**src/rtl/demux_seq_pkg.sv**
```systemverilog
// Shared constants and FSM state type for the demux sequence driver.
// Used by demux_seq_driver and demux_seq_next_ch.
package demux_seq_pkg;

  localparam int NUM_CH = 8;
  localparam int SEL_W  = 3;

  typedef enum logic [1:0] {
    ST_IDLE,
    ST_WAIT_BIT,
    ST_DWELL,
    ST_FINISH
  } state_t;

endpackage

```
**src/rtl/demux_seq_next_ch.sv**
```systemverilog
// Combinational search for the lowest set mask bit strictly above idx_i.
// found_o is low when no such bit exists.
module demux_seq_next_ch
  import demux_seq_pkg::*;
(
  input  logic [NUM_CH-1:0] mask_i,
  input  logic [SEL_W-1:0]  idx_i,
  output logic [SEL_W-1:0]  next_o,
  output logic              found_o
);

  logic [NUM_CH-1:0] above;

  genvar gi;
  generate
    for (gi = 0; gi < NUM_CH; gi++) begin : g_above
      assign above[gi] = mask_i[gi] && (SEL_W'(gi) > idx_i);
    end
  endgenerate

  // Descending scan so the last hit, i.e. the lowest candidate, wins.
  always_comb begin
    next_o  = '0;
    found_o = 1'b0;
    for (int i = NUM_CH - 1; i >= 0; i--) begin
      if (above[i]) begin
        next_o  = SEL_W'(i);
        found_o = 1'b1;
      end
    end
  end

endmodule

```
**src/rtl/demux_seq_driver.sv**
```systemverilog
// Sequences single din bits across the enabled channels of a downstream 1x8 demux.
// Optional macro DEMUX_SEQ_CONTINUOUS_EN: wrap sweeps until a start pulse requests stop.
module demux_seq_driver
  import demux_seq_pkg::*;
#(
  parameter int DWELL  = 4,
  parameter int NUM_CH = 8
) (
  input  logic              clk,
  input  logic              rst,
  input  logic              start,
  input  logic [NUM_CH-1:0] mask,
  input  logic              din,
  input  logic              din_valid,
  output logic              din_ready,
  output logic              in,
  output logic [SEL_W-1:0]  sel,
  output logic              out_valid,
  output logic              busy,
  output logic              done
);

  localparam logic [7:0] CNT_INIT = 8'(DWELL - 1);

  state_t            state_q, state_d;
  logic [NUM_CH-1:0] mask_q, mask_d;
  logic [SEL_W-1:0]  sel_q, sel_d;
  logic              in_q, in_d;
  logic              out_valid_q, out_valid_d;
  logic              busy_q, busy_d;
  logic              done_q, done_d;
  logic [7:0]        cnt_q, cnt_d;

  logic [NUM_CH-1:0] low_mask;
  logic [SEL_W-1:0]  low_above, low_ch, nxt_ch;
  logic              low_found, nxt_found, has_ch, stop_req;

  // One search finds the first channel (bit 0 checked directly), the other steps upward.
  assign low_mask = (state_q == ST_IDLE) ? mask : mask_q;
  assign low_ch   = low_mask[0] ? '0 : low_above;
  assign has_ch   = low_mask[0] | low_found;

  demux_seq_next_ch u_low (
    .mask_i  (low_mask),
    .idx_i   ('0),
    .next_o  (low_above),
    .found_o (low_found)
  );

  demux_seq_next_ch u_next (
    .mask_i  (mask_q),
    .idx_i   (sel_q),
    .next_o  (nxt_ch),
    .found_o (nxt_found)
  );

`ifdef DEMUX_SEQ_CONTINUOUS_EN
  logic stop_q, stop_d;
  assign stop_req = stop_q | start;
`else
  assign stop_req = 1'b0;
`endif

  always_comb begin
    state_d     = state_q;
    mask_d      = mask_q;
    sel_d       = sel_q;
    in_d        = in_q;
    out_valid_d = out_valid_q;
    busy_d      = busy_q;
    done_d      = 1'b0;
    cnt_d       = cnt_q;
`ifdef DEMUX_SEQ_CONTINUOUS_EN
    stop_d      = stop_q;
`endif
    case (state_q)
      ST_IDLE: begin
        if (start) begin
          if (has_ch) begin
            mask_d  = mask;
            sel_d   = low_ch;
            busy_d  = 1'b1;
            state_d = ST_WAIT_BIT;
          end else begin
            done_d  = 1'b1;
            state_d = ST_FINISH;
          end
        end
      end
      ST_WAIT_BIT: begin
        if (din_valid) begin
          in_d        = din;
          out_valid_d = 1'b1;
          cnt_d       = CNT_INIT;
          state_d     = ST_DWELL;
        end
      end
      ST_DWELL: begin
        if (cnt_q != 8'd0) begin
          cnt_d = cnt_q - 8'd1;
        end else begin
          out_valid_d = 1'b0;
          in_d        = 1'b0;
          if (stop_req) begin
            done_d  = 1'b1;
            state_d = ST_FINISH;
          end else if (nxt_found) begin
            sel_d   = nxt_ch;
            state_d = ST_WAIT_BIT;
          end else begin
`ifdef DEMUX_SEQ_CONTINUOUS_EN
            sel_d   = low_ch;
            done_d  = 1'b1;
            state_d = ST_WAIT_BIT;
`else
            done_d  = 1'b1;
            state_d = ST_FINISH;
`endif
          end
        end
      end
      ST_FINISH: begin
        busy_d  = 1'b0;
        state_d = ST_IDLE;
`ifdef DEMUX_SEQ_CONTINUOUS_EN
        stop_d  = 1'b0;
`endif
      end
      default: state_d = ST_IDLE;
    endcase
`ifdef DEMUX_SEQ_CONTINUOUS_EN
    if (start && (state_q == ST_WAIT_BIT || state_q == ST_DWELL)) begin
      stop_d = 1'b1;
    end
`endif
  end

  always_ff @(posedge clk or posedge rst) begin
    if (rst) begin
      state_q     <= ST_IDLE;
      mask_q      <= '0;
      sel_q       <= '0;
      in_q        <= 1'b0;
      out_valid_q <= 1'b0;
      busy_q      <= 1'b0;
      done_q      <= 1'b0;
      cnt_q       <= 8'd0;
`ifdef DEMUX_SEQ_CONTINUOUS_EN
      stop_q      <= 1'b0;
`endif
    end else begin
      state_q     <= state_d;
      mask_q      <= mask_d;
      sel_q       <= sel_d;
      in_q        <= in_d;
      out_valid_q <= out_valid_d;
      busy_q      <= busy_d;
      done_q      <= done_d;
      cnt_q       <= cnt_d;
`ifdef DEMUX_SEQ_CONTINUOUS_EN
      stop_q      <= stop_d;
`endif
    end
  end

  assign din_ready = (state_q == ST_WAIT_BIT);
  assign in        = in_q;
  assign sel       = sel_q;
  assign out_valid = out_valid_q;
  assign busy      = busy_q;
  assign done      = done_q;

endmodule

```
**config.mk**
```make
export PLATFORM = sky130hd
export DESIGN_NAME = demux_seq_driver
export DESIGN_NICKNAME = d
export VERILOG_FILES = /design/src/rtl/demux_seq_pkg.sv /design/src/rtl/demux_seq_next_ch.sv /design/src/rtl/demux_seq_driver.sv
export SDC_FILE = /design/constraint.sdc
export NUM_CORES = 1
export LEC_CHECK = 0
export ABC_CLOCK_PERIOD_IN_PS = 1800
export BUFFER_PORTS_ARGS = -buffer_cell sky130_fd_sc_hd__clkbuf_2
export CORE_MARGIN = 3
export CORE_UTILIZATION = 50
export DETAILED_ROUTE_END_ITERATION = 16
export PLACE_DENSITY_LB_ADDON = 0.15
export SLEW_MARGIN = 0
export SYNTH_ARGS = -nofsm -noshare
export SYNTH_HDL_FRONTEND = slang
export SYNTH_SLANG_ARGS = --single-unit
```
**constraint.sdc**
```tcl
create_clock -name clk -period 1.8 [get_ports clk]
set_input_delay 0.27 -clock clk [delete_from_list [all_inputs] [get_ports clk]]
set_output_delay 0.27 -clock clk [all_outputs]
set_load 0.005 [all_outputs]
```
==> impl_metrics.ini, run 1 <==
[outcome]
status = complete, but fails checks
violations = negative setup slack

[floorplan]
die_h_um = 60.82
die_area_mm2 = 0.003699
core.rowCount = 19
io_pins = 21
coreArea_mm2 = 0.002805
chipWidth_um = 60.82
start_util = 0.5357

[yosys]
synth-seq-area-share = 0.4163
syn_area_per_cell_um2 = 9.333
synth_area_mm2 = 0.001503
syn_inst = 161
ys_seq_elements = 25
synth_edf_count = 0
synth_cell_types = 48
ys.flop_type = dfrtp_1
yosys_warnings = 0
synthArstFlopShare = 1.000
syn-num-nets = 176

[placement]
dp.cells = 232
placed_cell_area_mm2 = 0.001804
hpwl_um = 2760
gp_congestion = 0.8588
io_buffers = 20

[route]
drc = 0
num_vias = 1433
drtIter0Drc = 88
viasPerCell = 5.849
first_pass_iters = 4
ant_nets = 0
wl_um = 4184
detail_route.wl_per_cell_um = 17.08

[timing]
setup_slack_ps = -249.9
setup_viol = 12
grt_setup_unrepaired = true
timing.final.crit_period_ps = 2050
slew_viol_final = 0
max_freq_ghz = 0.4878
tns_ps = -2059
finalHoldViolCount = 0
skew_ps = 10.15
tightest_slew_ps = 462.5
slew_headroom = 0.6916
fin_crit_sh = 1.139

[global_route]
antenna_found_initial = 0
grt_max_degree = 26
grt-ovfl-total = 0
grt_usage = 0.2453
grt_first_pass_wirelength_um = 6596
grt_pass1_vias = 1372

[worst_setup_path]
crit_path_end_kind = flop
r2r-start = state_q[1]$_DFFE_PP0P_
required_ps = 2050
cpMostUsedCell = nor4_4
crit_path_start_kind = flop
timing_worst_setup_path_type = flop to flop
timing.critical_path.slowest_stage_cell = dfrtp_2
cp-startpoint = state_q[1]$_DFFE_PP0P_
crit_chain = nor4_4 > a21oi_4 > nor4_4 > o22ai_1 > and3_4 > mux2_4
cp.arrival_ps = 2300
cp_slowest_stage_delay_ps = 510
cp_max_fo = 7

[clock_network]
htree_levels = 1
clkTransAtPathRegs_ps = 150
clk_latency_ps = 340
clock_sinks = 25
cts_tree = built
cts_buffers = 3
clock_path_buffers = 2
cts_root_buf = clkbuf_4

[min_path]
holdCritStartpoint = mask[6]
hp-class = input pin to flop

[layout]
fin_area_mm2 = 0.002014
areaGrowthSynthToFinish_pct = 34.05
layout-drive-gt1-share = 0.4112
fin_cells = 245
diodes = 0
final_nets = 230

[pwr]
total_power_uw = 3535
p_per_area_mw_per_mm2 = 1755
ir_drop_mv = 1.087
p_leak_uw = 0.0009384

[run]
maxCapViolations = 0
==> layout by cell type (no fill, tap or decap), drive strengths merged, types with 2 or more instances in the layout <==
master  netlist  routed
a21oi        16      16
a31oi         2       2
and3          2       2
buf           4      33
clkbuf        2      23
dfrtp        25      25
ha            2       2
inv          11      11
mux2          8       8
nand2        12      12
nand2b        4       4
nand3         3       3
nand3b        1       2
nor2         20      20
nor2b         2       2
nor4          8       8
o21ai        10      10
o21bai        2       2
o22ai         4       4
or3           2       2
xnor2         3       3
xor2          2       2
==> worst max-delay path: cells and delay by family, from the launching register on <==
kind	cells	cell delay, ps
flip-flops	1	510
AO/OA/AOI/OAI	2	210
AND/OR/NAND/NOR	3	930
multiplexers	1	290
==> logic make-up (layout without fill, tap and decap cells) <==
family          Yosys count  after routing  synth area share
simple gates             60             61            0.2298
fa+ha+maj                 2              2           0.01665
compound gates           43             43            0.1749
xor+xnor                  5              5           0.02915
flops                    25             25            0.4163
mux                       9              9           0.08410
buf+inv                  17             69           0.04913
==> power by group <==
part           total (uW)  switching [uW]  internal (uW)  leakage (uW)
clock                 273             188           85.5     0.0000139
combinational        2160            1070           1090      0.000620
sequential           1100             290            812      0.000305
total                3530            1550           1980      0.000938
==> path summary, 6_finish.rpt <==
kind	to	slack, ps	cells past startpoint
max	sel[1]$_DFFE_PP0P_	-250	6
min	mask_q[6]$_DFFE_PP0P_	200	3
max reg2reg	sel[1]$_DFFE_PP0P_	-250	6
min reg2reg	mask_q[0]$_DFFE_PP0P_	530	1
max in group asynchronous	state_q[0]$_DFFE_PP0P_	1040	4
min in group asynchronous	cnt_q[3]$_DFFE_PP0P_	490	4
==> final cells by class <==
type	count	area (um2)
fillers	204	790.8
inverters	11	41.29
flip-flops and latches	25	628.1
multi-input cells	120	918.4
clock inverters	1	7.507
repair buffers	54	357.8
clock buffers	3	22.52
well taps	31	38.79
==> synth_stat cells (2+ instances only) <==
master / n / area (um2)
o21ai_1: 3 / 15.01
nor4_2: 2 / 25.02
o21bai_1: 2 / 15.01
nand2b_1: 4 / 25.02
dfrtp_1: 25 / 625.6
inv_1: 10 / 37.54
nand3_1: 3 / 15.01
o22ai_1: 4 / 25.02
nand2_1: 12 / 45.04
nor2b_1: 2 / 12.51
mux2_4: 7 / 105.1
clkbuf_1: 2 / 7.510
nor4_1: 5 / 31.28
a21oi_1: 15 / 75.07
o21ai_0: 7 / 35.03
xor2_1: 2 / 17.52
a31oi_1: 2 / 12.51
ha_1: 2 / 25.02
or3_1: 2 / 12.51
nor2_1: 19 / 71.32
xnor2_1: 3 / 26.28
buf_2: 2 / 10.01
==> state kept, by name, summed over array words and instances (netlist names) <==
name       cells
in             1
out_valid      1
done           1
state_q        2
cnt_q          8
busy           1
sel            3
mask_q         8
==> stage by stage <==
stage | utilization | setup WS (ps) | hold WS (ps)
6_report | 0.7181 | -249.9 | 202.8
5_1_grt | 0.7181 | -302.0 | 206.6
4_1_cts | 0.6922 | -126.5 | 184.6
3_5_place_dp | 0.6432 | -163.4 | 323.1
3_3_place_gp | 0.6432 | -52.14 | 319.3
2_1_floorplan | - | -22.97 | 297.3
==> repair_timing <==
| item | CTS | global route |
|---|---|---|
| gates cloned | 1 | 0 |
| gates resized for setup | 11 | 10 |
| hold buffers | 1 | 0 |
| buffers inserted | 4 | 4 |
| endpoints found under the setup margin | 11 | 19 |
| hold endpoints to repair | 25 | 0 |
| pin swaps | 3 | 3 |
==> metal layers <==
metal	track usage	wire [um]	share of wire	up-vias
met1	0.3223	1827	0.44	683
li1	-	-	-	687
met2	0.3649	1964	0.47	50
met3	0.05319	255	0.061	13
met5	0	0	0	-
met4	0.1548	136	0.033	0
No activity file was read; power rests on OpenSTA's default activity.
==> run 2: changes to the inputs <==
SYNTH_HIERARCHICAL = 1   (was unset)
==> impl_metrics.ini, run 2 <==
[layout]
final_nets = 270
layout-drive-gt1-share = 0.4213
post-route-util = 0.7285
final_cell_mix = buf_4, dfrtp_1, clkbuf_2, nand2_1, nor2_1
diodes = 0
areaGrowthSynthToFinish_pct = 32.65
final_common_cell = buf_4
fin_area_mm2 = 0.002333
multiInputGateArea_mm2 = 0.001155
seq_area_um2 = 625.6
fillers = 254

[yosys]
syn_area_per_cell_um2 = 9.308
synth_area_mm2 = 0.001759
synth_common_cells = dfrtp_1, nor2_1, nand2_1, mux2_2, a21oi_1
synthArstFlopShare = 1.000
yosys_warnings = 6
ys.flop_type = dfrtp_1
synth_top_area_frac = 0.3556
synth_area_leaders = dfrtp_1, mux2_2, nor2_1, nand2_1, a21oi_1
synth-seq-area-share = 0.3556
ys_seq_elements = 25
synth_edf_count = 0
syn_inst = 189
synth_area_leader_cell = dfrtp_1
yosysMostFrequentCell = dfrtp_1
synth_cell_types = 44

[min_path]
hp-class = input pin to flop

[worst_setup_path]
crit_path_end_kind = flop
cp_num_buf_inv = 1
crit_chain = nor2_4 > buf_12 > mux2_4 > nor2b_4 > o21bai_4 > a21oi_2 > nand2b_4 > nor2_4 > and3b_2 > a31oi_4 > mux2_4
cp_slowest_stage_delay_ps = 440
timing.critical_path.slowest_stage_cell = dfrtp_1
required_ps = 2050
crit_family = simple AND/OR/NAND/NOR gates
cp_max_fo = 8
timing_worst_setup_path_type = flop to flop
crit_path_start_kind = flop
cp.arrival_ps = 2790

[timing]
skew_ps = 9.852
setup_slack_ps = -739.8
grt_setup_unrepaired = true
timing.final.crit_period_ps = 2540
slew_viol_final = 0
max_freq_ghz = 0.3937
slew_headroom = 0.6680
setup_viol = 14
finalHoldViolCount = 0
tightest_slew_ps = 491.0
tns_ps = -8802
fin_crit_sh = 1.411

[clock_network]
cts_root_buf = clkbuf_4
htree_levels = 1
clock_sinks = 25
clkTransAtPathRegs_ps = 150
clock_path_buffers = 2
cts_buffers = 3
cts_tree = built
clk_latency_ps = 350

[floorplan]
die_h_um = 65.32
start_util = 0.5492
io_pins = 21
die_area_mm2 = 0.004266
coreArea_mm2 = 0.003203
core.rowCount = 20
chipWidth_um = 65.32

[pwr]
seqPwrFrac = 0.249
p_leak_uw = 0.001109
p_sw_uw = 1712
switching_share = 0.4158
ir_drop_mv = 0.8734
p_clk_frac = 0.069
p_per_area_mw_per_mm2 = 1765
comb_power_share = 0.682
total_power_uw = 4119
p_int_uw = 2406

[placement]
gp_congestion = 0.8991
hpwl_um = 3100
dp_slack_ps = -753.5
io_buffers = 20
placed_cell_area_mm2 = 0.002112

[run]
maxCapViolations = 0

[route]
viasPerCell = 5.399
drc = 0
ant_nets = 0
drtIter0Drc = 99
first_pass_iters = 4
detail_route.wl_per_cell_um = 14.85
num_vias = 1609
wl_um = 4426

[global_route]
grt_pass1_vias = 1585
grt_usage = 0.2239
grt_max_degree = 26
grt-ovfl-total = 0
grt_first_pass_wirelength_um = 7445
antenna_found_initial = 0

[outcome]
violations = negative setup slack
status = complete, but fails checks
run 2: cell types whose count changed after synthesis, sizes merged, moves of 3 or more:
| cell | delta |
|---|---|
| nand2b | +5 |
| nand3 | +3 |
| nor2b | +7 |
| xnor2 | -3 |
| a21o | +5 |
| nor3 | +3 |
| nand2 | +4 |
| a21oi | -4 |
| inv | -3 |
| buf | +3 |
| mux2 | +10 |
| nor4 | -7 |
run 2: stage by stage:
stage | hold slack [ps] | cells
floorplan | 297.3 | 197
global placement | 314.9 | 282
detailed placement | 324.9 | 282
CTS | 124.9 | 292
global route | 126.4 | 298
finish | 124.9 | 298
run 2: final cells by class:
class	instances	area share
multi-input cells	155	0.4949
well taps	44	0.02359
clock inverters	1	0.003217
flip-flops and latches	25	0.2681
inverters	8	0.01287
clock buffers	3	0.009651
repair buffers	62	0.1877
run 2: repair_timing:
action / CTS / global route
resized for setup: 4 / 16
endpoints found under the hold margin: 25 / 0
pin swaps: 5 / 5
endpoints found under the setup margin: 14 / 18
setup buffers: 8 / 6
hold buffers: 1 / 0
run 2: worst paths after layout:
kind	from	to	slack [ps]	cells after the start
max	state_q[0]$_DFFE_PP0P_	sel[0]$_DFFE_PP0P_	-740	11
min	din	in$_DFFE_PP0P_	120	3
max reg2reg	state_q[0]$_DFFE_PP0P_	sel[0]$_DFFE_PP0P_	-740	11
min reg2reg	busy$_DFFE_PP0P_	busy$_DFFE_PP0P_	520	1
max in group asynchronous	rst	busy$_DFFE_PP0P_	1080	4
min in group asynchronous	rst	sel[1]$_DFFE_PP0P_	470	4
run 2: worst register-to-register path: stages (launching register included):
cell	delay, ps
dfrtp_1	440
nor2_4	130
buf_12	140
mux2_4	310
nor2b_4	140
o21bai_4	160
a21oi_2	90
nand2b_4	160
nor2_4	100
and3b_2	240
a31oi_4	210
mux2_4	320
run 2: power groups by stage:
stage	combinational (uW)	sequential (uW)	clock, uW
2_1_floorplan	1640	1040	0
3_3_place_gp	2260	1020	0
3_5_place_dp	2370	1030	0
4_1_cts	2440	1020	282
5_1_grt	3050	1070	306
6_report	2810	1020	283
run 2: per-layer routing:
layer,GRT usage,up-vias,part of all wire
li1,-,793,-
met1,0.3108,775,0.47
met2,0.3692,36,0.48
met3,0.02564,5,0.034
met4,0.06218,0,0.015
met5,0,-,0
run 2: cells by family after synthesis:
| logic type | count (synthesis) | synth area share |
|---|---|---|
| adders and majority gates | 2 | 0.01422 |
| buffers and inverters | 17 | 0.05903 |
| other | 1 | 0.002132 |
| xor gates and xnor gates | 4 | 0.01991 |
| and+or+nand+nor | 72 | 0.2255 |
| muxes | 20 | 0.1330 |
| AOI/OAI and AO/OA | 48 | 0.1906 |
| DFF | 25 | 0.3556 |
==> run 3: changes to the inputs <==
==> constraint.sdc (replaced) <==
create_clock -name clk -period 1.8 [get_ports clk]
set_input_delay 0.09 -clock clk [delete_from_list [all_inputs] [get_ports clk]]
set_output_delay 0.09 -clock clk [all_outputs]
set_load 0.005 [all_outputs]
==> impl_metrics.ini, run 3 (synthesis gave the netlist of run 2 again) <==
[route]
drtIter0Drc = 84
first_pass_iters = 4
detail_route.wl_per_cell_um = 15.36
wl_um = 4653
drc = 0
viasPerCell = 5.459
num_vias = 1654
ant_nets = 0

[worst_setup_path]
timing.critical_path.slowest_stage_cell = dfrtp_1
crit_end = sel[0]$_DFFE_PP0P_
cp_max_fo = 8
crit_path_start_kind = flop
crit_path_end_kind = flop
cp.arrival_ps = 2750
reg2reg_depth = 11
cp_slowest_stage_delay_ps = 430
cp-startpoint = state_q[0]$_DFFE_PP0P_
crit_family = multiplexers
critical_path_depth = 11
crit_chain = nor2_4 > buf_12 > buf_6 > mux2_4 > o21bai_1 > a21oi_2 > nand2b_4 > nor2_4 > and3b_2 > a31oi_4 > mux2_4
r2r-start = state_q[0]$_DFFE_PP0P_
required_ps = 2050
cp_num_buf_inv = 2
reg2reg_to = sel[0]$_DFFE_PP0P_
timing_worst_setup_path_type = flop to flop
reg2reg_slack_ps = -690

[timing]
grt_setup_unrepaired = true
setup_slack_ps = -694.0
skew_ps = 2.860
timing.final.crit_period_ps = 2494
max_freq_ghz = 0.4010
hold_ws_ps = 1.100
finalHoldViolCount = 0
slew_viol_final = 0
setup_viol = 14
fin_crit_sh = 1.386

[pwr]
ir_drop_mv = 0.8807
p_per_area_mw_per_mm2 = 1753
total_power_uw = 4206
p_leak_uw = 0.001145

[outcome]
status = complete, but fails checks
violations = negative setup slack

[layout]
final_common_cell = buf_4
diodes = 0
final_nets = 275
areaGrowthSynthToFinish_pct = 36.42
layout-drive-gt1-share = 0.4170
final_cell_mix = buf_4, dfrtp_1, clkbuf_2, nand2_1, nor2_1

[floorplan]
coreArea_mm2 = 0.003203
die_area_mm2 = 0.004266
die_h_um = 65.32
start_util = 0.5492
io_pins = 21
core.rowCount = 20
chipWidth_um = 65.32

[clock_network]
clk_latency_ps = 350
clkTransAtPathRegs_ps = 150
htree_levels = 1
clock_sinks = 25
clock_path_buffers = 2
cts_root_buf = clkbuf_4
cts_buffers = 3
cts_tree = built

[placement]
gp_congestion = 0.8991
dp_slack_ps = -753.5
hpwl_um = 3100
io_buffers = 20

[global_route]
grt_first_pass_wirelength_um = 7521
grt_max_degree = 26
grt_usage = 0.2254
antenna_found_initial = 0
grt-ovfl-total = 0
grt_pass1_vias = 1612

[run]
maxCapViolations = 0

[min_path]
hp-class = input pin to flop
[run 3: what timing repair did]
item	CTS	global route
buffers inserted	8	7
endpoints found under the setup margin	14	18
hold buffers	5	0
gates resized for setup	4	20
hold endpoints to repair	29	0
pin swaps	5	6
[run 3: worst min path at each step]
stage / from / to / slack, ps / cells after the start
floorplan: rst / busy$_DFFE_PP0P_ / 120 / 1
global placement: rst / done$_DFF_PP0_ / 130 / 3
detailed placement: rst / sel[2]$_DFFE_PP0P_ / 140 / 3
CTS: mask[1] / mask_q[1]$_DFFE_PP0P_ / 6 / 2
global route: mask[1] / mask_q[1]$_DFFE_PP0P_ / 10 / 2
finish: mask[1] / mask_q[1]$_DFFE_PP0P_ / 1 / 2
[run 3: final cells by class]
class / instances / area (um2)
clock inverters: 1 / 7.507
fillers: 231 / 803.3
well taps: 44 / 55.05
clock buffers: 3 / 22.52
repair buffers: 67 / 493.0
flip-flops and latches: 25 / 625.6
inverters: 8 / 30.03
multi-input cells: 155 / 1166
[run 3: power by group]
group | leakage [uW] | switching, uW | total, uW | internal (uW)
sequential | 0.000306 | 224 | 1030 | 807
combinational | 0.000825 | 1330 | 2890 | 1560
clock | 0.0000139 | 197 | 283 | 85.6
[run 3: metal layers]
layer,GRT usage,vias up,part of all wire
met5,0,-,0
met4,0.06736,0,0.014
met3,0.02906,7,0.058
met2,0.3641,47,0.46
met1,0.3152,792,0.47
li1,-,808,-
[run 3: stage by stage]
stage	cell area, um2	util	std cells	setup TNS (ps)
floorplan	1826	-	197	-7540
global placement	2112	0.6594	282	-7138
detailed placement	2112	0.6594	282	-8075
CTS	2241	0.6996	296	-8580
global route	2400	0.7492	303	-8914
finish	2400	0.7492	303	-8044
